`src/rtl/cnt_scan7.sv`:
```
// cnt_scan7 -- display stage for a 4-bit counter.
//
// Registers the incoming count and splits it into two decimal digits (00..15).
// Counts the upstream counter's 15->0 wrap events in a two-digit BCD register
// (00..99). Time-multiplexes all four digits onto one 7-segment bus.
//
// Ports:
//   CLK0      in   clock; all state updates on the rising edge
//   RST       in   asynchronous, active-low reset
//   cnt_in    in   [3:0] count from the upstream counter (0..15)
//   clr       in   synchronous clear of the wrap counter, active-high
//   seg       out  [6:0] segments {g,f,e,d,c,b,a}, active-high, registered
//   an        out  [3:0] digit enables, active-low one-hot, registered;
//                  an[0] is the rightmost digit
//   wrap_bcd  out  [7:0] wrap count {tens,ones} in BCD, registered
//
// Parameter:
//   SCAN_DIV  CLK0 cycles each digit stays selected (1..65535)
module cnt_scan7 #(
  parameter int unsigned SCAN_DIV = 4
) (
  input  logic       CLK0,
  input  logic       RST,
  input  logic [3:0] cnt_in,
  input  logic       clr,
  output logic [6:0] seg,
  output logic [3:0] an,
  output logic [7:0] wrap_bcd
);

  typedef enum logic [1:0] {
    D0 = 2'd0,
    D1 = 2'd1,
    D2 = 2'd2,
    D3 = 2'd3
  } idx_t;

  localparam logic [15:0] PRE_LAST = 16'(SCAN_DIV - 1);

  idx_t        idx, idx_nxt;
  logic [15:0] pre, pre_nxt;
  logic [3:0]  cnt_q;
  logic        wrap;
  logic [7:0]  wrap_nxt;
  logic [3:0]  digit;
  logic        blank;
  logic [6:0]  seg_nxt;
  logic [3:0]  an_nxt;

  // Segment pattern for a decimal digit; anything above 9 shows dark.
  function automatic logic [6:0] seg_code(input logic [3:0] d);
    case (d)
      4'd0:    seg_code = 7'h3F;
      4'd1:    seg_code = 7'h06;
      4'd2:    seg_code = 7'h5B;
      4'd3:    seg_code = 7'h4F;
      4'd4:    seg_code = 7'h66;
      4'd5:    seg_code = 7'h6D;
      4'd6:    seg_code = 7'h7D;
      4'd7:    seg_code = 7'h07;
      4'd8:    seg_code = 7'h7F;
      4'd9:    seg_code = 7'h6F;
      default: seg_code = 7'h00;
    endcase
  endfunction

  // Only the exact 15 -> 0 step is a wrap; 15 -> 1 or 14 -> 0 is not.
  assign wrap = (cnt_q == 4'd15) && (cnt_in == 4'd0);

  // Wrap counter next value: clear wins over a coincident wrap.
  always_comb begin
    wrap_nxt = wrap_bcd;
    if (clr) begin
      wrap_nxt = 8'h00;
    end else if (wrap) begin
      if (wrap_bcd[3:0] == 4'd9) begin
        wrap_nxt[3:0] = 4'd0;
        wrap_nxt[7:4] = (wrap_bcd[7:4] == 4'd9) ? 4'd0 : wrap_bcd[7:4] + 4'd1;
      end else begin
        wrap_nxt[3:0] = wrap_bcd[3:0] + 4'd1;
      end
    end
  end

  // Scan FSM: state register.
  always_ff @(posedge CLK0 or negedge RST) begin
    if (!RST) begin
      idx <= D0;
      pre <= 16'd0;
    end else begin
      idx <= idx_nxt;
      pre <= pre_nxt;
    end
  end

  // Scan FSM: prescaler and digit advance.
  always_comb begin
    pre_nxt = pre + 16'd1;
    idx_nxt = idx;
    if (pre == PRE_LAST) begin
      pre_nxt = 16'd0;
      case (idx)
        D0:      idx_nxt = D1;
        D1:      idx_nxt = D2;
        D2:      idx_nxt = D3;
        default: idx_nxt = D0;
      endcase
    end
  end

  // Digit selection from registered state only, with leading-zero blanking
  // on the tens digits (d1 and d3).
  always_comb begin
    digit = 4'd0;
    blank = 1'b0;
    an_nxt = 4'b1111;
    case (idx)
      D0: begin
        digit  = (cnt_q >= 4'd10) ? cnt_q - 4'd10 : cnt_q;
        an_nxt = 4'b1110;
      end
      D1: begin
        digit  = 4'd1;
        blank  = (cnt_q < 4'd10);
        an_nxt = 4'b1101;
      end
      D2: begin
        digit  = wrap_bcd[3:0];
        an_nxt = 4'b1011;
      end
      default: begin
        digit  = wrap_bcd[7:4];
        blank  = (wrap_bcd[7:4] == 4'd0);
        an_nxt = 4'b0111;
      end
    endcase
    seg_nxt = blank ? 7'h00 : seg_code(digit);
  end

  // Data path and output registers. seg/an follow idx by one edge, so both
  // change together and the display stays dark until the first edge.
  always_ff @(posedge CLK0 or negedge RST) begin
    if (!RST) begin
      cnt_q    <= 4'd0;
      wrap_bcd <= 8'h00;
      seg      <= 7'h00;
      an       <= 4'b1111;
    end else begin
      cnt_q    <= cnt_in;
      wrap_bcd <= wrap_nxt;
      seg      <= seg_nxt;
      an       <= an_nxt;
    end
  end

endmodule

```
`config.mk`:
```
export PLATFORM = sky130hd
export DESIGN_NAME = cnt_scan7
export DESIGN_NICKNAME = d
export VERILOG_FILES = /design/src/rtl/cnt_scan7.sv
export SDC_FILE = /design/constraint.sdc
export NUM_CORES = 1
export LEC_CHECK = 0
export ABC_AREA = 1
export CORE_MARGIN = 2
export CORE_UTILIZATION = 26
export DETAILED_ROUTE_END_ITERATION = 6
export GPL_TIMING_DRIVEN = 0
export SLEW_MARGIN = 20
export SYNTH_ARGS = -nofsm -noshare
export SYNTH_HDL_FRONTEND = slang
export SYNTH_SLANG_ARGS = --single-unit
```
`constraint.sdc`:
```
create_clock -name CLK0 -period 1.8 [get_ports CLK0]
set_clock_uncertainty 0.1 [all_clocks]
set_input_delay 0.45 -clock CLK0 [delete_from_list [all_inputs] [get_ports CLK0]]
set_output_delay 0.45 -clock CLK0 [all_outputs]
set_load 0.1 [all_outputs]
```
; ---- Word-level counts from Yosys, hierarchy flattened
; Memory sizes are Yosys's and may differ from the RTL's.
; Cells that the tools add are included.
[totals]
inputBits = 7
mem_bits_rw = 0
mem_count = 1
output_inout_bits = 19
latch_bits = 0
word_cells = 40
regBits = 41
romBits = 112
[memory_table]
columns = memory, words, word_bits, read_ports, rd_clocked_by_memory_dff, wr, line_no
row1 = (name not given), 16, 7, 1, 0, 0, 52  ; case (d)
[classes]
n_eq_ne = 6
n_reduce_logical = 8
mux = 12
order_cmp = 2
n_mul = 0
bitwise_logic = 0
shifts = 0
n_div = 0
n_addsub = 4
[op_table]
columns = op, count
row1 = case mux 4 bit (3 select lines), 2
row2 = adder 16 x 1 -> 16 bit (second input constant), 1
row3 = == test 16 x 2 -> 1 bit (second input constant), 1
row4 = two-way mux 16 bit, 1
row5 = two-way mux 4 bit, 4
row6 = two-way mux 8 bit, 2
row7 = == test 4 bit (second input constant), 3
row8 = adder 4 x 1 -> 4 bit (second input constant), 2
row9 = zero test 4 bit, 2
row10 = two-way mux 7 bit, 1
row11 = case mux 2 bit (3 select lines), 1
row12 = greater-or-equal comparator 4 bit (second input constant), 1
row13 = < comparator 4 bit (second input constant), 1
row14 = nonzero test 2 bit, 2
row15 = subtractor 4 bit (second input constant), 1
row16 = == test 2 x 1 -> 1 bit (second input constant), 1
row17 = == test 2 bit (second input constant), 1
row18 = zero test 2 bit, 1
row19 = case mux 1 bit (2 select lines), 1
row20 = AND reduction 2 bit, 1
row21 = OR reduction 2 bit, 1
row22 = logical AND 1 bit, 1

; ---- Depth between registers and ports, before layout
[logic_depth]
ltp_word = 5
mapped_depth = 12
mapped_depth_nobuf = 12

; ---- Worst setup path before layout
; No wires, ideal clock.
[synth_timing]
path_type = reg2reg
from = reg wrap_bcd[1]
to = reg wrap_bcd[7]
setup_ns = 0.136
path_stages_with_launch = 7
synth_period_minus_slack_ns = 2.084
path_buffers = 0
slack_ns = -0.284
arrival_ns = 1.848
t_required_ns = 1.564
path_cell_list = dfrtp_1 -> inv_1 -> ha_1 -> nand3_1 -> inv_1 -> a21oi_2 -> o21ai_0
[synth_between]
elab_chain_len = 3
[synth_lines]
columns = item, line_no
row1 = start: declaration, 28  ; output logic [7:0] wrap_bcd
row2 = start signal: assignment, 150  ; wrap_bcd <= wrap_nxt;
row3 = == test 4 bit, 76  ; if (wrap_bcd[3:0] == 4'd9) begin
row4 = nonzero test 2 bit (no source line), --
row5 = AND reduction 2 bit (no source line), --
; Every way passes these cells.
; A chain may end at the register's enable or synchronous reset.

; ---- Worst setup path after layout
[layout_timing]
from = reg idx[1]
to = reg seg[6]
[layout_between]
elab_chain_len = 4
elab_cells_between_ends = 8
classes_between = 2 x eq/ne / 3 x mux / 2 x reduce/logical / 1 x memory
[layout_lines]
columns = item, line_no
row1 = start: declaration, 40  ; idx_t idx, idx_nxt;
row2 = start signal: assignment, 91  ; idx <= idx_nxt;
row3 = == test 2 bit (tied with other cells), 117  ; case (idx)
row4 = case mux 4 bit (3 select lines) or OR reduction 2 bit (tied branches), --
row5 = memory (16 x 7 bit) or case mux 1 bit (2 select lines) (tied branches), --
row6 = two-way mux 7 bit *, 137  ; seg_nxt = blank ? 7'h00 : seg_code(digit);
row7 = net seg_nxt[6], 47  ; logic [6:0] seg_nxt;
row8 = end signal: assignment, 151  ; seg <= seg_nxt;
row9 = end: declaration, 26  ; output logic [6:0] seg,
; Mark *: on every way through the listed nets, which the timed path passes. The rest lies on a longest branch.

==> impl_metrics.env <==
export IMPL_ant_nets=0
export IMPL_drive_above_1_share_pct=26.9
export IMPL_cts_buffers=5
export IMPL_antenna_cells=0
export IMPL_worstMarginPinSlew_ps=542
export IMPL_power_internal_uw=1350
export IMPL_drc=0
export IMPL_sw_frac_of_total_pct=33.6
export IMPL_fin_ws_ps=-19.4
export IMPL_synth_area_leader_cell="dfrtp_1"
export IMPL_finish_utilization_pct=34.8
export IMPL_antenna_found_initial=0
export IMPL_rr_endpoint="seg[6]"
export IMPL_startpoint_type="flip-flop"
export IMPL_instances_no_fill=431
export IMPL_stdcell_area_mm2=0.00299
export IMPL_routed_wirelength_um=4650
export IMPL_syn2layout_area_growth_pct=31.0
export IMPL_power_density_mw_per_mm2=682
export IMPL_cts_sinks=41
export IMPL_worstPathMaxFanout=4
export IMPL_ys_types=34
export IMPL_hold_viol=0
export IMPL_r2r_setup_slack_ps=-20
export IMPL_dieHeight_um=97.7
export IMPL_ys_seq_area_share_pct=45.2
export IMPL_p_switching_uw=685
export IMPL_initial_core_util_pct=26.5
export IMPL_gp_congestion=0.796
export IMPL_p_seq_share_pct=48.1
export IMPL_htreeDepth=2
export IMPL_place_inst=411
export IMPL_cp_end_kind="flip-flop"
export IMPL_min_from="pre[0]"
export IMPL_wl_per_cell_um=10.8
export IMPL_fin_crit_sh_pct=101
export IMPL_yosysWarnings=0
export IMPL_fillCellCount=884
export IMPL_fin_crit_ps=1820
export IMPL_netlist_instances=277
export IMPL_grt_max_degree=33
export IMPL_drv_cap=0
export IMPL_avgSynthCellArea_um2=8.23
export IMPL_cts_clk_slew_worst_paths_ps=80
export IMPL_hpwl_um=3350
export IMPL_holdPathEnd="pre[0]"
export IMPL_clkPwrFrac_pct=28.5
export IMPL_place_area_mm2=0.00269
export IMPL_rsz0062_at_grt="yes"
export IMPL_drt_vias_per_instance=4.26
export IMPL_std_cell_rows=34
export IMPL_fin_nets=347
export IMPL_placeableCoreArea_mm2=0.00859
export IMPL_leakagePower_uw=0.00150
export IMPL_track_usage_pct=10.5
export IMPL_reg2reg_depth=11
export IMPL_io_pins=26
export IMPL_die_area_mm2=0.00954
export IMPL_cp_data_required_time_ps=1920
export IMPL_dp_slack_ps=-379
export IMPL_synth_top_area_share_pct=40.6
export IMPL_ys_ff_latch=41
export IMPL_cts_tree="done"
export IMPL_relSlewSlack_pct=63.6
export IMPL_vdd_drop_max_uv=282
export IMPL_hp_class="reg -> reg"
export IMPL_die_w_um=97.7
export IMPL_netlist_top_cells_area="dfrtp_1 41%, nand2_1 10%, ha_1 9.9%, inv_1 7.2%, nor2_1 5.9%"
export IMPL_clkLatencyLatePin_ps=290
export IMPL_synth_nets=302
export IMPL_holdPathStages=1
export IMPL_clockBufferDepth=2
export IMPL_crit_type="reg -> reg"
export IMPL_drtPass1Iterations=4
export IMPL_violations="setup timing"
export IMPL_cp_arrival_ps=1940
export IMPL_overflow=0
export IMPL_drv_slew=0
export IMPL_setup_violations_final=2
export IMPL_drt_initial_drc_count=76
export IMPL_outcome="finished with violations"
export IMPL_vias=1836
export IMPL_grt_pass1_wl_um=8380
export IMPL_synth_area_mm2=0.00228
export IMPL_fmax_mhz=550
export IMPL_clockRootBuffer="clkbuf_8"
export IMPL_io_buffers=25
export IMPL_grt_pass1_vias=1848
export IMPL_worstReg2RegStart="idx[1]"
export IMPL_combPwrFrac_pct=23.4
[sequential cells by signal, summed over array words and instances, names as in the netlist]
register / flops
an: 4
cnt_q: 4
wrap_bcd: 8
seg: 7
idx: 2
pre: 16
[kinds of logic after synthesis]
logic type | synth area share [%]
AND/OR/NAND/NOR | 27.6
buffers and inverters | 7.95
flip-flops | 45.2
AO/OA/AOI/OAI | 6.25
adder cells (fa/ha/maj) | 9.87
XOR/XNOR | 2.69
multiplexers | 0.439
[cell usage in the layout, fill, tap and decap left out, types with 2 or more instances in the layout]
cell	instances
nand2_1	59
inv_1	39
nor2_1	34
dfrtp_1	28
nand3_1	19
ha_1	11
a21oi_1	9
dfrtp_2	9
buf_2	8
buf_4	8
clkdlybuf4s15_2	7
xor2_1	6
o21ai_0	6
ha_4	6
inv_2	5
nand2_2	5
clkbuf_8	5
clkdlybuf4s50_1	5
clkbuf_4	5
dfstp_2	4
buf_6	4
nor3_1	3
nand4_1	3
a21oi_2	3
clkbuf_1	3
o21ai_1	2
nand3_2	2
nand2_4	2
[routing by layer]
metal | track usage, % | share of wire, % | routed length, µm
met1 | 14.2 | 50 | 2330
met2 | 16.1 | 44 | 2070
met3 | 2.37 | 3.5 | 165
met4 | 4.59 | 1.9 | 87
met5 | 0 | 0 | 0
[metrics by stage]
step / total power [µW] / hold slack, ps / TNS [ps]
6_report: 2040 / 380 / -27.3
3_5_place_dp: 1450 / 237 / -6650
4_1_cts: 2050 / 383 / -193
3_3_place_gp: 1440 / 349 / -41730
2_1_floorplan: 1320 / 54.4 / 0
5_1_grt: 2140 / 395 / -688
[power groups by stage]
stage	Combinational [µW]	Sequential [µW]	Clock, µW
3_5_place_dp	449	999	0
4_1_cts	473	981	600
2_1_floorplan	99.0	1220	0
3_3_place_gp	443	999	0
6_report	476	981	582
5_1_grt	511	986	646
[critical path, cell delays in order (launching register included)]
cell	delay (ps)
dfrtp_2	410
inv_2	80
ha_2	190
nor2_4	120
nand3_2	100
o21ai_4	100
inv_2	100
ha_4	160
nand3b_1	150
nand2_1	100
nor2_1	50
nor2_1	80
[worst max path at each step]
stage	startpoint	endpoint	slack [ps]	depth (start not counted)
after detailed placement	an[3]	an[3]	-380	1
after global placement	RST	wrap_bcd[5]	-1030	1
after global routing	idx[1]	seg[6]	-150	11
after floorplan	idx[0]	seg[3]	0.7	10
final	idx[1]	seg[6]	-20	11
after CTS	idx[0]	seg[6]	-100	11
[cell type report]
type                    count  area, µm²  area share [%]
multi-input cells         189       1210            40.5
inverters                  46        180            6.03
clock buffers               8       80.1            2.68
repair buffers             39        342            11.4
well taps                 108        135            4.52
flip-flops and latches     41       1040            34.9
[timing repair]
item | CTS | global route
endpoints found under the hold margin | 9 | 0
hold buffers | 1 | 0
setup endpoints to repair | 26 | 11
setup buffers | 10 | 3
resized for setup | 119 | 10
pin swaps | 15 | 7
[Yosys cell counts, drive strengths merged]
| cell | count |
|---|---|
| xor2 | 6 |
| a21boi | 1 |
| nand4 | 3 |
| a21oi | 12 |
| nor4 | 2 |
| nor3b | 1 |
| dfstp | 4 |
| o21bai | 1 |
| nand2 | 66 |
| o22ai | 1 |
| nor3 | 5 |
| ha | 18 |
| or2 | 2 |
| o2111ai | 1 |
| nand3b | 1 |
| inv | 45 |
| o21ai | 9 |
| clkinv | 1 |
| nor2 | 36 |
| buf | 1 |
| dfrtp | 37 |
| nand3 | 22 |
| mux2i | 1 |
| xnor2 | 1 |
No activity file was read; power rests on OpenSTA's default activity.
==> edit (same settings) <==
Put one more register stage on the output `seg`, with the module's reset. The value now appears one clock later. The other outputs are not delayed to match. Comments in the files are not updated.
--- a/src/rtl/cnt_scan7.sv
+++ b/src/rtl/cnt_scan7.sv
@@ -38,2 +38,4 @@
   localparam logic [15:0] PRE_LAST = 16'(SCAN_DIV - 1);
+
+  logic [6:0] seg_s0;
 
@@ -145,3 +147,3 @@
       wrap_bcd <= 8'h00;
-      seg      <= 7'h00;
+      seg_s0   <= 7'h00;
       an       <= 4'b1111;
@@ -150,4 +152,12 @@
       wrap_bcd <= wrap_nxt;
-      seg      <= seg_nxt;
+      seg_s0   <= seg_nxt;
       an       <= an_nxt;
+    end
+  end
+
+  always_ff @(posedge CLK0 or negedge RST) begin
+    if (!RST) begin
+      seg <= '0;
+    end else begin
+      seg <= seg_s0;
     end
Formal check against the unedited RTL: not equivalent (a bounded check fails within 4 cycles, from zero or initial values and one cycle with RST low).
==> edit against the unedited design <==
Hold slack worse by 0.36 ns. Die area increased by 7.7%. Highest routed layer unchanged. The run still ends with setup timing left. Non-clock buffer count unchanged. Wire length fell by 1.5%. Sequential cell count up 7. Cell area rose by 4.3%. Synthesized area rose by 8.0%. Global-route usage is 0.76 points lower. Power increased by 33%. Critical endpoint is now seg_s0[5]. Worst setup slack lost 0.024 ns.
==> edit: results (changes against the unedited design) <==
| Metric | Value |
|---|---|
| Run status | `complete, but fails checks` |
| Failing checks | `setup timing` |
| Mux share of post-synthesis cell area | `0% (-0.44 points)` |
| CTS sink cnt | `48 (+17%)` |
| Yosys cell types | `33 (-2.9%)` |
| Number of global-route vias before repair | `1822 (-1.4%)` |
| Multi-In Gates | `190 (+0.53%)` |
| Mapped Nets | `309 (+2.3%)` |
| Compound-Gate Fraction of Synth Area | `6.04% (-0.21 points)` |
| Fraction of area in multi-input gates | `36.8% (-3.7 points)` |
| Avg Inst Size Synth | `8.67 µm² (+5.3%)` |
| Register area | `1210 µm² (+17%)` |
| Placed Area | `2880 µm² (+6.9%)` |
| # nets final | `354 (+2.0%)` |
| Largest regs | `pre x16, wrap_bcd x8` |
| Clock buffer cells | `5 (-3)` |
| GRT Util Overall | `9.75% (-0.76 points)` |
| Setup TNS | `-0.0810 ns (-0.0537 ns)` |
| Pre-CTS WS | `-0.374 ns (+0.00542 ns)` |
| Buffering overhead | `10.6% (-0.83 points)` |
| Setup slack after layout | `-0.0432 ns (-0.0237 ns)` |
| Post-DR vias/cell | `4.27 (+0.23%)` |
| Crit path DAT | `1.98 ns (+0.04 ns)` |
| Sequential Power Share | `44.3% (-3.8 points)` |
| Final setup fails | `2 (unchanged)` |
| Critical path's slowest cell | `dfrtp_1` |
| Lkg Pwr | `1.58 nW (+5.4%)` |
| Final non-filler cell total | `441 (+2.3%)` |
| Sw Ratio | `36.5% (+3.0 points)` |
| DRT Wirelength | `4580 µm (-1.5%)` |
| Worst VDD drop | `387 µV (+37%)` |
-- edit: what timing repair did --
item                                    CTS  global route
setup buffers                             6             6
hold buffers                              0             0
pin swaps                                 3             2
resized for setup                        97            10
hold endpoints to repair                  0             0
endpoints found under the setup margin   26            12
-- edit: worst max-delay path, delay by kind of cell, from the launching register on --
kind,cells,cell delay (ns)
adders and majority gates,2,0.38
buffers and inverters,2,0.21
and+or+nand+nor,6,0.57
DFF,1,0.43
AOI/OAI and AO/OA,1,0.09
-- edit: worst paths after layout --
path | startpoint | slack (ns) | to
worst max-delay path | idx[1] | -0.04 | seg_s0[5]
worst min-delay path | RST | 0.02 | cnt_q[2]
worst max register to register | idx[1] | -0.04 | seg_s0[5]
worst min register to register | seg_s0[6] | 0.25 | seg[6]
max in group asynchronous | RST | 0.98 | an[3]
min in group CLK0 | seg_s0[6] | 0.25 | seg[6]
-- edit: metal layers --
metal,wire [µm],GRT usage (%)
met5,0,0
met4,63,3.12
met3,165,2.35
met2,2160,15.8
met1,2190,12.9
